`src/rtl/rv32_pkg.sv`:
```
// rv32_pkg
//   Shared constants and the pipeline entry record for the ID/EX shift stage.
//   Shifter type encoding: SHT_SRL=00, SHT_SLL=01, SHT_SRA=10.
//   funct3 codes for shifts: F3_SLL=001, F3_SRX=101 (SRL/SRA selected by instr[30]).
package rv32_pkg;

  localparam int RV_XLEN = 32;
  localparam int SHAMT_W = $clog2(RV_XLEN);

  localparam logic [1:0] SHT_SRL = 2'b00;
  localparam logic [1:0] SHT_SLL = 2'b01;
  localparam logic [1:0] SHT_SRA = 2'b10;

  localparam logic [2:0] F3_SLL = 3'b001;
  localparam logic [2:0] F3_SRX = 3'b101;

  // One registered ID/EX entry; used for both the main and the skid slot.
  typedef struct packed {
    logic [RV_XLEN-1:0] pc;
    logic [RV_XLEN-1:0] a;
    logic [RV_XLEN-1:0] b;
    logic [4:0]         rd;
    logic               is_shift;
    logic [SHAMT_W-1:0] shamt;
    logic [1:0]         shtype;
  } entry_t;

endpackage

```
`src/rtl/ex_shift_decode.sv`:
```
// ex_shift_decode
//   Combinational pre-decode of shift control for the EX-stage shifter.
//   Ports:
//     funct3    in   3  instruction funct3
//     funct7_b5 in   1  instr[30], selects SRA over SRL
//     is_alu    in   1  OP / OP-IMM instruction
//     b_lo      in   5  low bits of the selected B operand (shift amount source)
//     is_shift  out  1  entry is SLL/SRL/SRA(I)
//     shamt     out  5  shift amount, 0 for non-shift entries
//     shtype    out  2  shifter encoding (SHT_*)
module ex_shift_decode
  import rv32_pkg::*;
(
  input  logic [2:0]         funct3,
  input  logic               funct7_b5,
  input  logic               is_alu,
  input  logic [SHAMT_W-1:0] b_lo,
  output logic               is_shift,
  output logic [SHAMT_W-1:0] shamt,
  output logic [1:0]         shtype
);

  always_comb begin
    is_shift = 1'b0;
    shamt    = '0;
    shtype   = SHT_SRL;
    if (is_alu) begin
      if (funct3 == F3_SLL) begin
        is_shift = 1'b1;
        shamt    = b_lo;
        shtype   = SHT_SLL;
      end else if (funct3 == F3_SRX) begin
        is_shift = 1'b1;
        shamt    = b_lo;
        shtype   = funct7_b5 ? SHT_SRA : SHT_SRL;
      end
    end
  end

endmodule

```
`src/rtl/id_ex_shift_stage.sv`:
```
// id_ex_shift_stage
//   ID/EX pipeline register with valid/ready handshake and a 2-entry (main + skid)
//   buffer. Shift control is pre-decoded at capture so EX drives its shifter directly.
//   Optional feature macro: ID_EX_STALL_CNT_EN adds saturating stall_cnt / flush_cnt.
//   Ports:
//     clk, rst            clock, synchronous active-high reset
//     flush               drop held and incoming entries
//     in_valid/in_ready   ID-side handshake
//     in_pc, in_rs1_data, in_rs2_data, in_imm, in_rd, in_is_alu, in_use_imm,
//     in_funct3, in_funct7_b5   decoded instruction fields
//     out_valid/out_ready EX-side handshake
//     out_pc, out_a, out_b, out_rd, out_is_shift, out_shamt, out_shtype   EX entry
//     stall_cnt, flush_cnt   (ID_EX_STALL_CNT_EN only) event counters
module id_ex_shift_stage
  import rv32_pkg::*;
#(
  parameter int XLEN = 32
) (
  input  logic            clk,
  input  logic            rst,
  input  logic            flush,
  input  logic            in_valid,
  output logic            in_ready,
  input  logic [XLEN-1:0] in_pc,
  input  logic [XLEN-1:0] in_rs1_data,
  input  logic [XLEN-1:0] in_rs2_data,
  input  logic [XLEN-1:0] in_imm,
  input  logic [4:0]      in_rd,
  input  logic            in_is_alu,
  input  logic            in_use_imm,
  input  logic [2:0]      in_funct3,
  input  logic            in_funct7_b5,
  output logic            out_valid,
  input  logic            out_ready,
`ifdef ID_EX_STALL_CNT_EN
  output logic [31:0]     stall_cnt,
  output logic [15:0]     flush_cnt,
`endif
  output logic [XLEN-1:0] out_pc,
  output logic [XLEN-1:0] out_a,
  output logic [XLEN-1:0] out_b,
  output logic [4:0]      out_rd,
  output logic            out_is_shift,
  output logic [4:0]      out_shamt,
  output logic [1:0]      out_shtype
);

  entry_t main_q, skid_q, cap;
  logic   main_valid, skid_valid;
  logic   in_fire, out_fire;
  logic   dec_is_shift;
  logic [SHAMT_W-1:0] dec_shamt;
  logic [1:0]         dec_shtype;
  logic [XLEN-1:0]    sel_b;

  // Ready depends only on registered state (plus reset), never on out_ready.
  assign in_ready  = ~skid_valid & ~rst;
  assign out_valid = main_valid;
  assign in_fire   = in_valid & in_ready;
  assign out_fire  = main_valid & out_ready;

  assign sel_b = in_use_imm ? in_imm : in_rs2_data;

  ex_shift_decode u_dec (
    .funct3    (in_funct3),
    .funct7_b5 (in_funct7_b5),
    .is_alu    (in_is_alu),
    .b_lo      (sel_b[SHAMT_W-1:0]),
    .is_shift  (dec_is_shift),
    .shamt     (dec_shamt),
    .shtype    (dec_shtype)
  );

  always_comb begin
    cap          = '0;
    cap.pc       = in_pc;
    cap.a        = in_rs1_data;
    cap.b        = sel_b;
    cap.rd       = in_rd;
    cap.is_shift = dec_is_shift;
    cap.shamt    = dec_shamt;
    cap.shtype   = dec_shtype;
  end

  always_ff @(posedge clk) begin
    if (rst) begin
      main_valid <= 1'b0;
      skid_valid <= 1'b0;
      main_q     <= '0;
      skid_q     <= '0;
    end else if (flush) begin
      // Data is left stale; only the valid bits matter after a redirect.
      main_valid <= 1'b0;
      skid_valid <= 1'b0;
    end else if (out_fire) begin
      if (skid_valid) begin
        // in_ready is low here, so no new entry can arrive this cycle.
        main_q     <= skid_q;
        skid_valid <= 1'b0;
      end else if (in_fire) begin
        main_q <= cap;
      end else begin
        main_valid <= 1'b0;
      end
    end else if (in_fire) begin
      if (!main_valid) begin
        main_q     <= cap;
        main_valid <= 1'b1;
      end else begin
        skid_q     <= cap;
        skid_valid <= 1'b1;
      end
    end
  end

`ifdef ID_EX_STALL_CNT_EN
  always_ff @(posedge clk) begin
    if (rst) begin
      stall_cnt <= '0;
      flush_cnt <= '0;
    end else begin
      if (main_valid && !out_ready && stall_cnt != '1)
        stall_cnt <= stall_cnt + 32'd1;
      if (flush && flush_cnt != '1)
        flush_cnt <= flush_cnt + 16'd1;
    end
  end
`endif

  assign out_pc       = main_q.pc;
  assign out_a        = main_q.a;
  assign out_b        = main_q.b;
  assign out_rd       = main_q.rd;
  assign out_is_shift = main_q.is_shift;
  assign out_shamt    = main_q.shamt;
  assign out_shtype   = main_q.shtype;

endmodule

```
`config.mk`:
```
export PLATFORM = sky130hd
export DESIGN_NAME = id_ex_shift_stage
export DESIGN_NICKNAME = d
export VERILOG_FILES = /design/src/rtl/rv32_pkg.sv /design/src/rtl/ex_shift_decode.sv /design/src/rtl/id_ex_shift_stage.sv
export SDC_FILE = /design/constraint.sdc
export NUM_CORES = 1
export LEC_CHECK = 0
export CELL_PAD_IN_SITES_DETAIL_PLACEMENT = 1
export CELL_PAD_IN_SITES_GLOBAL_PLACEMENT = 1
export CORE_UTILIZATION = 40
export CTS_BUF_LIST = sky130_fd_sc_hd__clkbuf_4 sky130_fd_sc_hd__clkbuf_8 sky130_fd_sc_hd__clkbuf_16
export CTS_CLUSTER_SIZE = 14
export DETAILED_ROUTE_END_ITERATION = 12
export GPL_ROUTABILITY_DRIVEN = 0
export PLACE_DENSITY = 0.95
export REMOVE_ABC_BUFFERS = 1
export SYNTH_ARGS = -nofsm -noshare
export SYNTH_HDL_FRONTEND = slang
export SYNTH_SLANG_ARGS = --single-unit
```
`constraint.sdc`:
```
create_clock -name clk -period 4.5 [get_ports clk]
set_input_delay 0.675 -clock clk [delete_from_list [all_inputs] [get_ports clk]]
set_output_delay 0.675 -clock clk [all_outputs]
set_load 0.02 [all_outputs]
```
==> results of run 1 <==
[final timing paths]
kind / end / slack [ns] / cells past startpoint
min reg2reg: out_b[16] / 0.46 / 2
min: out_b[16] / 0.46 / 2
max: out_a[17] / 1.37 / 4
max reg2reg: out_a[17] / 1.37 / 4
[critical path, delay by kind of cell (launching register included)]
family,cells,cell delay (ns)
buffers and inverters,1,0.31
AO/OA/AOI/OAI,1,0.17
flip-flops,1,0.82
AND/OR/NAND/NOR,2,1.63
[where the power goes]
group	switching [mW]	leakage [nW]	internal (mW)	total, mW
Clock	0.862	0.450	1.32	2.18
Combinational	0.417	2.93	0.360	0.777
Sequential	0.0684	1.79	2.03	2.10
[final cells by class]
cell class / instances / area (um^2)
repair buffers: 276 / 2730
flip-flops and latches: 220 / 4400
well taps: 335 / 419
clock buffers: 37 / 782
fillers: 2922 / 12000
inverters: 3 / 13.8
multi-input cells: 794 / 5560
clock inverters: 10 / 109
[Yosys cell counts]
cell type / instances
a2111o_1: 1
a2111oi_2: 1
a211oi_1: 28
a21oi_1: 111
a221o_1: 27
a311oi_1: 8
a31oi_1: 8
and2_1: 2
and3_1: 1
and3b_1: 1
buf_1: 5
buf_2: 22
buf_6: 4
clkbuf_1: 130
dfxtp_1: 220
inv_1: 2
inv_2: 1
mux2_2: 5
mux2i_1: 128
nand2_1: 42
nand2b_1: 3
nand3_1: 77
nand3b_1: 1
nand4_1: 75
nand4b_1: 6
nand4bb_1: 1
nor2_1: 2
nor2_2: 1
nor2b_1: 28
nor2b_4: 1
nor3_1: 10
nor4bb_1: 1
o211ai_1: 74
o21ai_0: 78
o21ba_2: 1
o21bai_1: 1
o311ai_0: 69
or2_2: 1
or4_1: 1
[sequential cells by signal, summed over array words and instances, names as in the netlist]
signal / count
skid_q: 109
out_a: 32
out_b: 32
out_pc: 32
out_rd: 5
out_shamt: 5
out_shtype: 2
out_is_shift: 1
out_valid: 1
skid_valid: 1
[stage by stage]
stage | std cells | setup WS (ns) | util, %
after global placement | 1628 | 1.06 | 50.5
after global routing | 1675 | 1.23 | 53.9
after detailed placement | 1628 | 0.967 | 50.5
after CTS | 1675 | 1.39 | 53.9
final | 1675 | 1.37 | 53.9
after floorplan | 1017 | -4.62 | -
[cells by family after synthesis]
| logic type | count (synthesis) | synth area share, % |
|---|---|---|
| AOI/OAI and AO/OA | 407 | 26.0 |
| buffers and inverters | 164 | 6.37 |
| DFF | 220 | 41.7 |
| muxes | 133 | 12.7 |
| and+or+nand+nor | 254 | 13.3 |
[per-layer routing]
metal | part of all wire (%) | track usage, %
met1 | 41 | 34.2
met2 | 49 | 49.0
met3 | 7.2 | 5.40
met4 | 2.8 | 11.4
met5 | 0.031 | 0
==> results by group, run 1 <==
Floorplanning
  – Die area: 27,100 um^2
  – Die height: 165 um
  – Core ar.: 26,000 um^2
  – Initial core utilization: 40.7%
  – Floorplan row count: 59
  – Top Ports: 255
  – Die W: 165 um

Yosys
  – Synthesized area per cell: 8.97 um^2
  – Synth Register Bits: 220
  – Cells after synthesis: ~1,200
  – Post-synth top area share: 41.7%
  – Post-synthesis instance area: 10,600 um^2
  – Post-synth cell types: 39
  – YS warnings: 0
  – Post-synth top area cell: dfxtp_1
  – Largest cells by area after synthesis: dfxtp_1 (42%), mux2i_1 (12%), o311ai_0 (5.7%)
  – Seq/Total Area, Yosys: 41.7%

Setup path
  – Critical path fanouts, max: 42
  – Slowest cell delay on critical path: 0.88 ns
  – Critical path class: reg -> reg
  – Setup crit end kind: flop
  – Setup crit start kind: flop
  – Critical-path cell list: nor2b_4, or4_2, buf_12, o211ai_1
  – Slowest CP cell: nor2b_4
  – Crit. Startpoint: skid_valid
  – CP Data Required Time: 4.87 ns
  – FF-to-FF Start: skid_valid
  – Critical Path AT: 3.50 ns

Finish
  – Layout cells sized above 1: 6.87%
  – Commonest non-fill, non-tap cell in the layout: clkdlybuf4s50_1
  – P&R area growth vs syn: 32.6%
  – Commonest non-fill, non-tap cells in the layout: clkdlybuf4s50_1 (251), dfxtp_1 (220), mux2i_1 (128), a21oi_1 (111), o21ai_0 (78)
  – Final instance area: 14,000 um^2
  – Layout Nets: 1,465
  – Number of antenna diodes: 0

Timing
  – Period minus WS final: 3.13 ns
  – Worst Tran Pin Value: 1.25 ns
  – Slew Viols, Final: 0
  – Clock skew: 0.00682 ns
  – Setup TNS: 0 ns
  – Fmax: 320 MHz
  – Min Hold Slack: 0.463 ns
  – Setup Viol. Count Final: 0
  – Final worst path period share: between 60 and 70%
  – Max_slew headroom: 16.3%
  – Final Hold Viols: 0
  – RSZ-0062 raised after global routing: no

Pwr
  – Power Total: 5.06 mW
  – Worst IR Drop VDD: 310 uV
  – Power per cell area: 361 nW/um^2
  – Cell leakage power: 5.16 nW

Route
  – Initial DRC Count: roughly 840
  – Initial DRT Pass Iterations: 6
  – Vias per cell: roughly 6.4
  – Total number of vias: approximately 11,000
  – Final wirelength: 39,000 um
  – Wire per inst: approximately 23 um
  – Antenna Nets Post-Route: 0
  – Drc violations: 0

Global routing
  – Initial antenna violation count: 1
  – Vias in the first global route: 11,500
  – GRT Total Usage: 28.2%
  – GRT overflow: 0
  – First-pass GRT wire length: 60,800 um
  – Largest net degree at the start of global routing: 123

Outcome
  – Status: finished, final reports clean

Hold path
  – Worst Hold Class: reg -> reg
  – Hold_sp: out_b[16]

Clocking
  – Post-CTS setup buffers: 0
  – H-tree levels: 1
  – # hold bufs at CTS: 0
  – Root Driver: clkbuf_16
  – CTS tree: done
  – Clock Latency Late Sink: 0.53 ns
  – Clock sink count: 220
  – CTS buffer count: 26
  – Clock buffer depth: 3
  – Clock transition at the registers of the reported paths: about 0.060 ns
  – CTS resizes: 0

Placement
  – DP HPWL: 22,800 um
  – Placed Area: approximately 13,000 um^2
  – Port Buffers: 254

Run
  – Max-cap viol count: 0
Power figures use the tool's default switching activity.
==> run 2: changes to the inputs <==
--- a/config.mk
+++ b/config.mk
@@ -7,12 +7,12 @@
 export LEC_CHECK = 0
 export CELL_PAD_IN_SITES_DETAIL_PLACEMENT = 1
 export CELL_PAD_IN_SITES_GLOBAL_PLACEMENT = 1
-export CORE_UTILIZATION = 40
+export CORE_UTILIZATION = 37
 export CTS_BUF_LIST = sky130_fd_sc_hd__clkbuf_4 sky130_fd_sc_hd__clkbuf_8 sky130_fd_sc_hd__clkbuf_16
 export CTS_CLUSTER_SIZE = 14
 export DETAILED_ROUTE_END_ITERATION = 12
 export GPL_ROUTABILITY_DRIVEN = 0
-export PLACE_DENSITY = 0.95
+export PLACE_DENSITY = 0.92
 export REMOVE_ABC_BUFFERS = 1
 export SYNTH_ARGS = -nofsm -noshare
 export SYNTH_HDL_FRONTEND = slang
==> constraint.sdc (replaced) <==
create_clock -name clk -period 3.24 [get_ports clk]
set_input_delay 0.486 -clock clk [delete_from_list [all_inputs] [get_ports clk]]
set_output_delay 0.486 -clock clk [all_outputs]
set_load 0.02 [all_outputs]
==> run 2 against run 1 <==
Clock skew rose by 0.00093 ns; cell count rose by 2.9%; total power rose by 39%; sequential share of layout area fell by 0.34 points; critical path type unchanged; critical endpoint is now out_b[27].
==> results by group, run 2 (same netlist as run 1, synthesis figures left out) <==
Finish
  – Commonest non-fill, non-tap cells in the layout: clkdlybuf4s50_1 (251), dfxtp_1 (220), mux2i_1 (128), a21oi_1 (111), o21ai_0 (78)
  – Commonest non-fill, non-tap cell in the layout: clkdlybuf4s50_1
  – Number of antenna diodes: 0
  – Register area: approximately 4400 um^2
  – Largest register FFs: 109
  – Layout cells sized above 1: 7.28%
  – Final Non-Filler Cells: 1,724
  – Layout Nets: 1,474
  – Multi-input gate area: 5560 um^2
  – P&R area growth vs syn: 34.1%
  – Fill count: 3,139
  – Largest Register: skid_q

Setup path
  – Critical path fanouts, max: 71
  – CP Data Required Time: 3.67 ns
  – Slowest CP cell: a2111o_2
  – FF-to-FF End: out_b[27]
  – R2R depth: 4
  – Setup crit end kind: flop
  – Critical Path AT: roughly 2.9 ns
  – FF-to-FF Start: out_valid
  – FF-to-FF setup slack: around 0.76 ns
  – Critical path class: reg -> reg
  – Buf/Inv on CP: 1
  – Slowest cell delay on critical path: approximately 0.9 ns
  – Setup crit start kind: flop
  – Top Family by Delay on Critical Path: compound AO/OA/AOI/OAI gates
  – Critical-path cell list: nor2b_4, buf_4, a2111o_2, mux2i_1
  – Crit. Startpoint: out_valid

Pwr
  – Worst IR Drop VDD: between 300 and 400 uV
  – Clock power share: 43.1%
  – Power per cell area: 498 nW/um^2
  – Net Sw Power: ~1.8 mW
  – Cell leakage power: 5.22 nW
  – Int Power: 5.22 mW
  – Power Total: slightly above 7 mW
  – Sequential share of power: 41.4%
  – Comb pwr share: 15.5%
  – Sw Ratio: between 20% and 30%

Clocking
  – Clock transition at the registers of the reported paths: roughly 0.06 ns
  – CTS resizes: 0
  – Root Driver: clkbuf_16
  – CTS tree: done
  – # hold bufs at CTS: 0
  – Clock sink count: 220
  – Post-CTS setup buffers: 0
  – Clock Latency Late Sink: 0.52 ns
  – H-tree levels: 1
  – CTS buffer count: 25
  – Clock buffer depth: 3

Timing
  – Fmax: between 400 and 500 MHz
  – RSZ-0062 raised after global routing: no
  – Setup Viol. Count Final: 0
  – Worst Tran Pin Value: around 1.2 ns
  – Slew Viols, Final: 0
  – Final worst path period share: 76.5%
  – Setup ws final: 0.762 ns
  – Final Hold Viols: 0
  – Clock skew: 0.00775 ns
  – Period minus WS final: 2.48 ns
  – Max_slew headroom: 21.9%

Placement
  – Setup WS pre-CTS: 0.253 ns
  – DP HPWL: 24,100 um
  – Port Buffers: 254
  – Dpl cells: about 1,700

Hold path
  – Hold EP: skid_q[2]
  – Worst Hold Class: in -> reg
  – Hold_sp: rst
  – WHS Path Cells: 2

Route
  – Initial DRC Count: roughly 790
  – Antenna Nets Post-Route: 0
  – Final wirelength: 39,600 um
  – Initial DRT Pass Iterations: 7
  – Total number of vias: 10,900
  – Vias per cell: 6.30
  – Drc violations: 0
  – Wire per inst: 22.9 um

Global routing
  – GRT Total Usage: a little over a quarter
  – Largest net degree at the start of global routing: a little over 80
  – Vias in the first global route: 11,300
  – GRT overflow: 0
  – Initial antenna violation count: 2
  – First-pass GRT wire length: 61,600 um

Floorplanning
  – Die W: 171 um
  – Top Ports: approximately 260
  – Initial core utilization: 37.8%
  – Floorplan row count: 61
  – Core ar.: 27,900 um^2
  – Die area: around 29,000 um^2
  – Die height: 171 um

Outcome
  – Status: finished, final reports clean

Run
  – Max-cap viol count: 0
run 2: cell count changes in the layout (fill, tap and decap cells not counted), sizes merged:
cell	previous run	this run
buf	25	35
bufinv	2	4
clkbuf	37	35
clkinv	6	4
clkinvlp	1	0
inv	4	3
run 2: worst max-delay path by stage:
stage	endpoint	slack [ns]	cells after the start
floorplan	skid_q[18]	-5.88	3
global placement	out_b[21]	0.34	5
detailed placement	out_b[27]	0.25	5
CTS	out_b[27]	0.74	4
global route	out_b[30]	0.65	4
finish	out_b[27]	0.76	4
run 2: cell type report:
type	instances	area share [%]
Inverter	3	0.0971
Clock inverter	8	0.989
Multi-Input combinational cell	794	39.2
Timing Repair Buffer	286	20.1
Tap cell	378	3.34
Sequential cell	220	31.1
Clock buffer	35	5.21
run 2: power by group through the flow:
stage / logic, mW / registers, mW / clock network, mW
2_1_floorplan: 0.314 / 3.08 / 0
3_3_place_gp: 1.05 / 2.97 / 0
3_5_place_dp: 1.08 / 2.98 / 0
4_1_cts: 1.09 / 2.92 / 3.10
5_1_grt: 1.16 / 2.93 / 3.20
6_report: 1.09 / 2.92 / 3.04
run 2: per-stage QoR:
step	hold slack [ns]	util [%]	setup TNS [ns]	instance area, um^2
global placement	0.447	47.6	0	13300
CTS	0.319	50.7	0	14200
finish	0.339	50.7	0	14200
global route	0.344	50.7	0	14200
floorplan	0.444	-	-786.16	9910
detailed placement	0.461	47.6	0	13300
run 2: per-layer routing:
layer,vias up,part of all wire (%),GRT usage [%]
met5,-,0.071,0
met4,4,3.1,10.2
met3,97,7.0,5.07
met2,456,49,45.8
met1,5454,41,32.0
li1,4848,-,-
